<file path="src/rtl/audio_pkg.sv">
// audio_pkg: shared constants and types for the audio frame buffer slice.
//   SAMPLE_W    - default sample width
//   FRAME_DEPTH - default samples per frame
//   DROP_CNT_W  - width of the dropped-frame counter
//   rd_state_e  - read-side handshake state encoding
package audio_pkg;

  localparam int SAMPLE_W    = 8;
  localparam int FRAME_DEPTH = 256;
  localparam int DROP_CNT_W  = 16;

  typedef enum logic {
    RD_EMPTY = 1'b0,
    RD_VALID = 1'b1
  } rd_state_e;

endpackage

</file>
<file path="src/rtl/audio_pingpong_ram.sv">
// audio_pingpong_ram: simple dual-port RAM holding both frame banks.
// Kept separate so the array maps cleanly onto a block RAM.
//   clk, rst   - clock, async active-low reset (read register only)
//   we, waddr, wdata - write port, address = {bank, index}
//   raddr      - read address = {bank, index}
//   rdata      - registered read data (1-cycle latency)
module audio_pingpong_ram #(
  parameter  int WIDTH = 8,
  parameter  int DEPTH = 256,
  localparam int AW    = $clog2(2 * DEPTH)
) (
  input  logic             clk,
  input  logic             rst,
  input  logic             we,
  input  logic [AW-1:0]    waddr,
  input  logic [WIDTH-1:0] wdata,
  input  logic [AW-1:0]    raddr,
  output logic [WIDTH-1:0] rdata
);

  logic [WIDTH-1:0] mem [2 * DEPTH];
  logic [WIDTH-1:0] rdata_d;
  logic [WIDTH-1:0] rdata_q;

  always_ff @(posedge clk) begin
    if (we) begin
      mem[waddr] <= wdata;
    end
  end

  always_comb begin
    rdata_d = mem[raddr];
  end

  always_ff @(posedge clk or negedge rst) begin
    if (!rst) begin
      rdata_q <= '0;
    end else begin
      rdata_q <= rdata_d;
    end
  end

  assign rdata = rdata_q;

endmodule

</file>
<file path="src/rtl/audio_frame_buffer.sv">
// audio_frame_buffer: collects the sample stream into ping-pong frame banks
// and presents each completed frame to a consumer via valid/done handshake.
//   clk, rst       - clock, async active-low reset
//   en             - capture enable; low rewinds the write index
//   sample_stb     - one-cycle strobe qualifying sample
//   sample         - incoming sample
//   frame_valid    - a completed frame is readable
//   frame_done     - consumer releases the presented frame
//   rd_addr        - read index within presented frame (0 = oldest)
//   rd_data        - registered read data
//   overrun        - sticky dropped-frame flag
//   clear_overrun  - clears overrun and drop_count
//   drop_count     - saturating dropped-frame count
//
// state    | meaning
// RD_EMPTY | no frame presented; next completed frame is accepted
// RD_VALID | read_bank holds a frame owned by the consumer
module audio_frame_buffer
  import audio_pkg::*;
#(
  parameter  int WIDTH      = SAMPLE_W,
  parameter  int DEPTH      = FRAME_DEPTH,
  parameter  int SIGNED_OUT = 0,
  localparam int ADDR_W     = $clog2(DEPTH)
) (
  input  logic                  clk,
  input  logic                  rst,
  input  logic                  en,
  input  logic                  sample_stb,
  input  logic [WIDTH-1:0]      sample,
  output logic                  frame_valid,
  input  logic                  frame_done,
  input  logic [ADDR_W-1:0]     rd_addr,
  output logic [WIDTH-1:0]      rd_data,
  output logic                  overrun,
  input  logic                  clear_overrun,
  output logic [DROP_CNT_W-1:0] drop_count
);

  // The MSB flip is applied on the way into the RAM so the registered
  // read data (and its reset value of 0) needs no extra output stage.
  localparam logic [WIDTH-1:0] OUT_XOR =
    (SIGNED_OUT != 0) ? {1'b1, {(WIDTH-1){1'b0}}} : '0;

  rd_state_e             state_q, state_d;
  logic [ADDR_W-1:0]     wr_idx_q, wr_idx_d;
  logic                  fill_bank_q, fill_bank_d;
  logic                  read_bank_q, read_bank_d;
  logic                  overrun_q, overrun_d;
  logic [DROP_CNT_W-1:0] drop_count_q, drop_count_d;

  logic wr_fire;
  logic frame_complete;
  logic frame_accept;
  logic frame_drop;

  always_comb begin
    wr_fire        = en & sample_stb;
    frame_complete = wr_fire && (wr_idx_q == ADDR_W'(DEPTH - 1));
    frame_accept   = frame_complete && ((state_q == RD_EMPTY) || frame_done);
    frame_drop     = frame_complete && !frame_accept;
  end

  // FSM: state register
  always_ff @(posedge clk or negedge rst) begin
    if (!rst) begin
      state_q <= RD_EMPTY;
    end else begin
      state_q <= state_d;
    end
  end

  // FSM: next state
  always_comb begin
    state_d = state_q;
    case (state_q)
      RD_EMPTY: if (frame_accept) state_d = RD_VALID;
      RD_VALID: begin
        if (frame_accept)    state_d = RD_VALID;
        else if (frame_done) state_d = RD_EMPTY;
      end
      default: state_d = RD_EMPTY;
    endcase
  end

  // FSM: outputs
  always_comb begin
    frame_valid = (state_q == RD_VALID);
  end

  // Bank control, write index and overrun accounting
  always_comb begin
    wr_idx_d     = wr_idx_q;
    fill_bank_d  = fill_bank_q;
    read_bank_d  = read_bank_q;
    overrun_d    = overrun_q;
    drop_count_d = drop_count_q;

    if (!en) begin
      wr_idx_d = '0;
    end else if (sample_stb) begin
      // Wraps to 0 at DEPTH-1; on a drop the fill bank is simply rewritten.
      wr_idx_d = wr_idx_q + ADDR_W'(1);
    end

    if (frame_accept) begin
      read_bank_d = fill_bank_q;
      fill_bank_d = ~fill_bank_q;
    end

    // A drop in the same cycle as clear_overrun counts as the first new drop.
    if (frame_drop) begin
      overrun_d = 1'b1;
      if (clear_overrun) begin
        drop_count_d = DROP_CNT_W'(1);
      end else if (drop_count_q != {DROP_CNT_W{1'b1}}) begin
        drop_count_d = drop_count_q + DROP_CNT_W'(1);
      end
    end else if (clear_overrun) begin
      overrun_d    = 1'b0;
      drop_count_d = '0;
    end
  end

  always_ff @(posedge clk or negedge rst) begin
    if (!rst) begin
      wr_idx_q     <= '0;
      fill_bank_q  <= 1'b0;
      read_bank_q  <= 1'b0;
      overrun_q    <= 1'b0;
      drop_count_q <= '0;
    end else begin
      wr_idx_q     <= wr_idx_d;
      fill_bank_q  <= fill_bank_d;
      read_bank_q  <= read_bank_d;
      overrun_q    <= overrun_d;
      drop_count_q <= drop_count_d;
    end
  end

  audio_pingpong_ram #(
    .WIDTH (WIDTH),
    .DEPTH (DEPTH)
  ) u_ram (
    .clk   (clk),
    .rst   (rst),
    .we    (wr_fire),
    .waddr ({fill_bank_q, wr_idx_q}),
    .wdata (sample ^ OUT_XOR),
    .raddr ({read_bank_q, rd_addr}),
    .rdata (rd_data)
  );

  assign overrun    = overrun_q;
  assign drop_count = drop_count_q;

endmodule
</file>
<file path="config.mk">
export PLATFORM = sky130hd
export DESIGN_NAME = audio_frame_buffer
export DESIGN_NICKNAME = d
export VERILOG_FILES = /design/src/rtl/audio_pkg.sv /design/src/rtl/audio_pingpong_ram.sv /design/src/rtl/audio_frame_buffer.sv
export SDC_FILE = /design/constraint.sdc
export NUM_CORES = 2
export LEC_CHECK = 0
export ABC_CLOCK_PERIOD_IN_PS = 3300
export BUFFER_PORTS_ARGS = -buffer_cell sky130_fd_sc_hd__buf_2
export CELL_PAD_IN_SITES_DETAIL_PLACEMENT = 0
export CELL_PAD_IN_SITES_GLOBAL_PLACEMENT = 2
export CORE_UTILIZATION = 50
export DETAILED_ROUTE_END_ITERATION = 7
export PLACE_DENSITY_LB_ADDON = 0.1
export SYNTH_ARGS = -nofsm -noshare
export SYNTH_HDL_FRONTEND = slang
export SYNTH_SLANG_ARGS = --single-unit
</file>
<file path="constraint.sdc">
create_clock -name clk -period 3.3 [get_ports clk]
set_input_delay 0.165 -clock clk [delete_from_list [all_inputs] [get_ports clk]]
set_output_delay 0.165 -clock clk [all_outputs]
set_load 0.01 [all_outputs]
</file>
* Word-level counts from Yosys, hierarchy flattened *
Memory sizes are Yosys's and may differ from the RTL's. A register that Yosys moved wholly into a read port is not among the register bits.
Cells that the tools add are included.

operators by class
  add/subtract/negate cells = 2
  equal/unequal tests = 3
  mux-type cells = 14
  bitwise logic cells = 3
  reductions and logical operators = 9

operators with widths
  cell                                                             number
  16-bit 2-to-1 mux                                                4
  16-bit by 1-bit adder with 16-bit output, second input constant  1
  8-bit 2-to-1 mux                                                 2
  16-bit != test, second input constant                            1
  8-bit by 1-bit adder with 8-bit output, second input constant    1
  8-bit == test, second input constant                             1
  1-bit 2-to-1 mux                                                 7
  2-bit nonzero test                                               2
  1-bit logical AND                                                3
  1-bit zero test                                                  2
  2-bit by 1-bit != test with 1-bit output, second input constant  1
  1-bit NOT                                                        2
  1-bit case mux with 2 select lines                               1
  2-bit AND reduction                                              1
  1-bit bitwise AND                                                1
  1-bit logical OR                                                 1

storage, ports and cells
  flip-flop bits (word level) = 28
  RAM bits = 4096
  bits of input ports = 22
  output and inout bits = 26
  memories = 1

memory list
  memory     depth  width  rd ports  clocked after memory_dff  wr ports  RTL line                  source
  u_ram.mem  512    8      1         1                         1         audio_pingpong_ram.sv:21  logic [WIDTH-1:0] mem [2 * DEPTH];

* Longest topological paths before layout *
  depth after elaboration = 7
  mapped depth = 13
  mapped depth without buffers = 8

* Modules after synthesis *
A second synthesis with hierarchy kept.

second synthesis, totals
  cell total of the unflattened synthesis = 8174
  area total of the unflattened synthesis = 161471.1 µm²

by module, submodules not included
  module              instances  cells an instance  area each (µm²)  sequential area each (µm²)
  audio_pingpong_ram  1          8030               159960.9         123198.2
  audio_frame_buffer  1          144                1510.2           700.7

* Least setup slack after synthesis *
OpenSTA, ideal clock, no wires.

  path type = reg2reg
  from = reg wr_idx_q[0]
  to = reg drop_count_q[5] (netlist: drop_count[5])
  arrival = 2.171 ns
  required time = 3.222 ns
  slack = 1.051 ns
  cell stages (with the launch flop) = 9
  clock period less this slack = 2.249 ns
  path through = dfrtp_1 ha_1 and3_1 clkbuf_1 nand4_1 a21oi_1 nand4_1 or3_1 a21oi_1

between the ends
  word-level cells in the longest chain between the ends = 7
  elaborated cells between the ends (all ways) = 8

RTL lines
  element                               RTL line                   source
  start, declared                       audio_frame_buffer.sv:46   logic [ADDR_W-1:0] wr_idx_q, wr_idx_d;
  start signal, assigned                audio_frame_buffer.sv:133  wr_idx_q <= wr_idx_d;
  8-bit == test (*)                     audio_frame_buffer.sv:59   frame_complete = wr_fire && (wr_idx_q == ADDR_W'(DEPTH - 1));
  1-bit logical AND (*)                 audio_frame_buffer.sv:59
  1-bit logical AND                     audio_frame_buffer.sv:60   frame_accept = frame_complete && ((state_q == RD_EMPTY) || frame_done);
  1-bit zero test                       audio_frame_buffer.sv:61   frame_drop = frame_complete && !frame_accept;
  1-bit logical AND (*)                 audio_frame_buffer.sv:61
  2-bit nonzero test (no source line)   n/a
  2-bit AND reduction (no source line)  n/a
  end signal, assigned                  audio_frame_buffer.sv:137  drop_count_q <= drop_count_d;
  end, declared                         audio_frame_buffer.sv:50   logic [DROP_CNT_W-1:0] drop_count_q, drop_count_d;

Every way passes the cells marked *; elsewhere a longest branch is shown, timed or not.
A chain may end at the register's enable or synchronous reset.

* Worst setup path in the final report *
  from = reg wr_idx_q[6]
  to = mem u_ram.mem[165][0] (enable)

RTL lines
  element        RTL line
  end, declared  audio_pingpong_ram.sv:21

No word-level cell before the write port.

==> impl_metrics.tcl <==
set metrics [dict create \
    period_minus_slack_ns 3.29 \
    grt_max_degree 145 \
    sequentialPowerShare_pct 52.4 \
    postRouteAntennaNets 0 \
    cp_data_arrival_time_ns 3.87 \
    cts_htree_levels 5 \
    layout_common_cells "edfxtp_1, mux2i_1, mux4_2, buf_4, nor2_1" \
    gp_congestion 0.856 \
    p_leak_nw 60.4 \
    grt_util_all_layers_pct 27.1 \
    postSynth.asyncResetShare_pct 0.871 \
    cts_tree "done" \
    overflow 0 \
    drive_gt1_share_pct 23.0 \
    ir_drop_mv 0.541 \
    outcome "completed" \
    drv_cap 0 \
    min_path_type "in2reg" \
    p_per_area_mw_per_mm2 594 \
    startpoint "wr_idx_q[6]" \
    dieWidth_um 571 \
    placed_cells 12739 \
    worst_hold_slack_ns 0.142 \
    syn_area_per_cell_um2 19.9 \
    io_buffers 47 \
    via_per_inst 6.20 \
    startpoint_type "flip-flop" \
    dieArea_mm2 0.326 \
    clkPwrFrac_pct 42.7 \
    wl_per_cell_um 32.7 \
    dr.pass1.iters 6 \
    critPathMaxFanout 16 \
    die_y_um 571 \
    required_ns 3.88 \
    worstSetupPathType "reg2reg" \
    setup_viol 0 \
    coreArea_mm2 0.321 \
    grt_pass1_wl_mm 629 \
    skew_ns 0.0479 \
    layout.cells.non_filler 13554 \
    final_common_cell "edfxtp_1" \
    clockRootBuffer "clkbuf_16" \
    hold_viol_final 0 \
    hold_path_startpoint "clear_overrun" \
    p_switching_w 0.0237 \
    rr_startpoint "wr_idx_q[6]" \
    antenna_found_initial 25 \
    synth-seq-cells 4132 \
    wl_mm 443 \
    io_pins 48 \
    cts_inserted_buffers 425 \
    postCtsSetupRepairBufs 0 \
    clock-sinks 4132 \
    clk_pin_slew_worst_paths_ns 0.06 \
    cts_buffer_depth 4 \
    grt_pass1_vias 83605 \
    syn_to_final_growth_pct 14.6 \
    fp-row-count 208 \
    fin_crit_sh_pct 99.6 \
    slew_violations 0 \
    vias 83976 \
    synth-edff-count 4096 \
    p_int_w 0.0866 \
    start_util_pct 50.4 \
    slew_headroom_pct 19.6 \
    drt-initial-drc-count 9374 \
    fmax_ghz 0.304 \
    rsz0062_at_grt "yes" \
    synth_warnings 0 \
    finalNetCount 8905 \
    p_comb_share_pct 4.9 \
    synthFlopType "edfxtp_1" \
    worst_pin_slew_ns 1.19 \
    synthCells 8131 \
    worstSkewPairLatency_ns 0.97 \
    critPathCaptureType "flip-flop" \
    drc_errors 0 \
    hpwl_mm 279 \
    synth_area_mm2 0.162 \
    syn-num-nets 8158 \
    synthDistinctLibCells 66 \
    fin_util_pct 57.7 \
    ys_seq_area_share_pct 76.6 \
    swShare_pct 21.5 \
]
## logic make-up after synthesis
family | after synthesis | synth area share, %
flops | 4132 | 76.6
mux | 1465 | 14.2
xor+xnor | 18 | 0.0974
buf+inv | 524 | 2.11
compound gates | 1004 | 4.35
simple gates | 983 | 2.64
fa+ha+maj | 5 | 0.0387
## synthesized netlist by cell type, types with 4 or more instances
cell      instances  share of area (%)
edfxtp_1       4096                 76
mux2i_1         786                4.9
mux4_2          647                9.0
nor2_1          595                1.4
o221ai_1        361                2.0
clkbuf_1        221               0.51
o22ai_1         192               0.74
a21oi_1         189               0.58
nand2_1         140               0.32
o21ai_0         127               0.39
buf_2            81               0.25
buf_6            79               0.55
a22oi_1          57               0.26
buf_1            53               0.12
nand4_1          53               0.20
nor3_1           53               0.16
buf_4            39               0.18
dfrtp_1          36               0.56
nand3_1          27              0.084
a211oi_1         23               0.11
buf_12           22               0.27
buf_8            22               0.20
nor4_1           20              0.077
and3_1           19              0.073
mux2_2           19               0.13
nor2b_1          18              0.070
and2_1           14              0.054
mux4_1           13               0.21
nand2b_1         13              0.050
o31ai_1           9              0.042
xnor2_1           9              0.049
xor2_1            9              0.049
a31oi_1           8              0.031
a311oi_1          7              0.038
and4_1            7              0.038
nor3b_1           7              0.032
o221ai_2          7              0.065
inv_1             6              0.014
ha_1              5              0.039
o211ai_1          5              0.023
or3_1             4              0.015
## timing repair
item / 4_1_cts / 5_1_grt
hold buffers: 17 / 0
setup endpoints to repair: 6 / 42
resized for setup: 3 / 0
endpoints found under the hold margin: 1016 / 0
## metrics by stage
step	instance area [µm²]	power [W]	setup TNS, ns	setup WS, ns
final	186000	0.110	0	0.0129
after global routing	186000	0.113	-2.05	-0.0797
after CTS	185000	0.111	0	0.0247
after detailed placement	172000	0.0643	-1.54	-0.411
after global placement	172000	0.0642	-1.53	-0.429
after floorplan	162000	0.0616	0	1.05
## path summary, 6_finish.rpt
kind,endpoint,slack (ns),depth (start not counted)
max,u_ram.mem[165][0],0.01,3
min,drop_count[4],0.14,3
max reg2reg,u_ram.mem[165][0],0.01,3
min reg2reg,overrun,0.53,2
max in group asynchronous,u_ram.rdata[4],2.42,4
min in group asynchronous,drop_count[6],0.43,4
## worst max-delay path, cell delays in order, from the launching register on
cell	delay, ns
dfrtp_1	0.54
nor3b_1	0.71
nand2_1	0.76
nor2_1	0.88
## registers in the layout, summed over array words and instances (netlist names)
signal / flops
u_ram.mem: 4096
drop_count: 16
overrun: 1
fill_bank_q: 1
read_bank_q: 1
frame_valid: 1
wr_idx_q: 8
u_ram.rdata: 8
## final cells by class
| cell class | count | area (µm²) |
|---|---|---|
| multi-input cells | 3475 | 34700 |
| flip-flops and latches | 4132 | 124000 |
| inverters | 6 | 30.0 |
| fillers | 23849 | 136000 |
| diodes | 12 | 30.0 |
| repair buffers | 838 | 7940 |
| clock buffers | 533 | 11300 |
| clock inverters | 253 | 2290 |
| well taps | 4305 | 5390 |
## power by group through the flow
stage / clock (W) / sequential (W) / combinational [W]
3_5_place_dp: 0 / 0.0589 / 0.00544
2_1_floorplan: 0 / 0.0588 / 0.00274
4_1_cts: 0.0478 / 0.0578 / 0.00547
6_report: 0.0471 / 0.0578 / 0.00542
3_3_place_gp: 0 / 0.0589 / 0.00536
5_1_grt: 0.0497 / 0.0577 / 0.00568
## per-layer routing
| layer | part of all wire, % | track usage [%] |
|---|---|---|
| met2 | 48 | 43.6 |
| met1 | 43 | 39.8 |
| met4 | 2.0 | 5.85 |
| met5 | 0.0077 | 0 |
| met3 | 6.7 | 3.71 |
No activity file was read; power rests on OpenSTA's default activity.
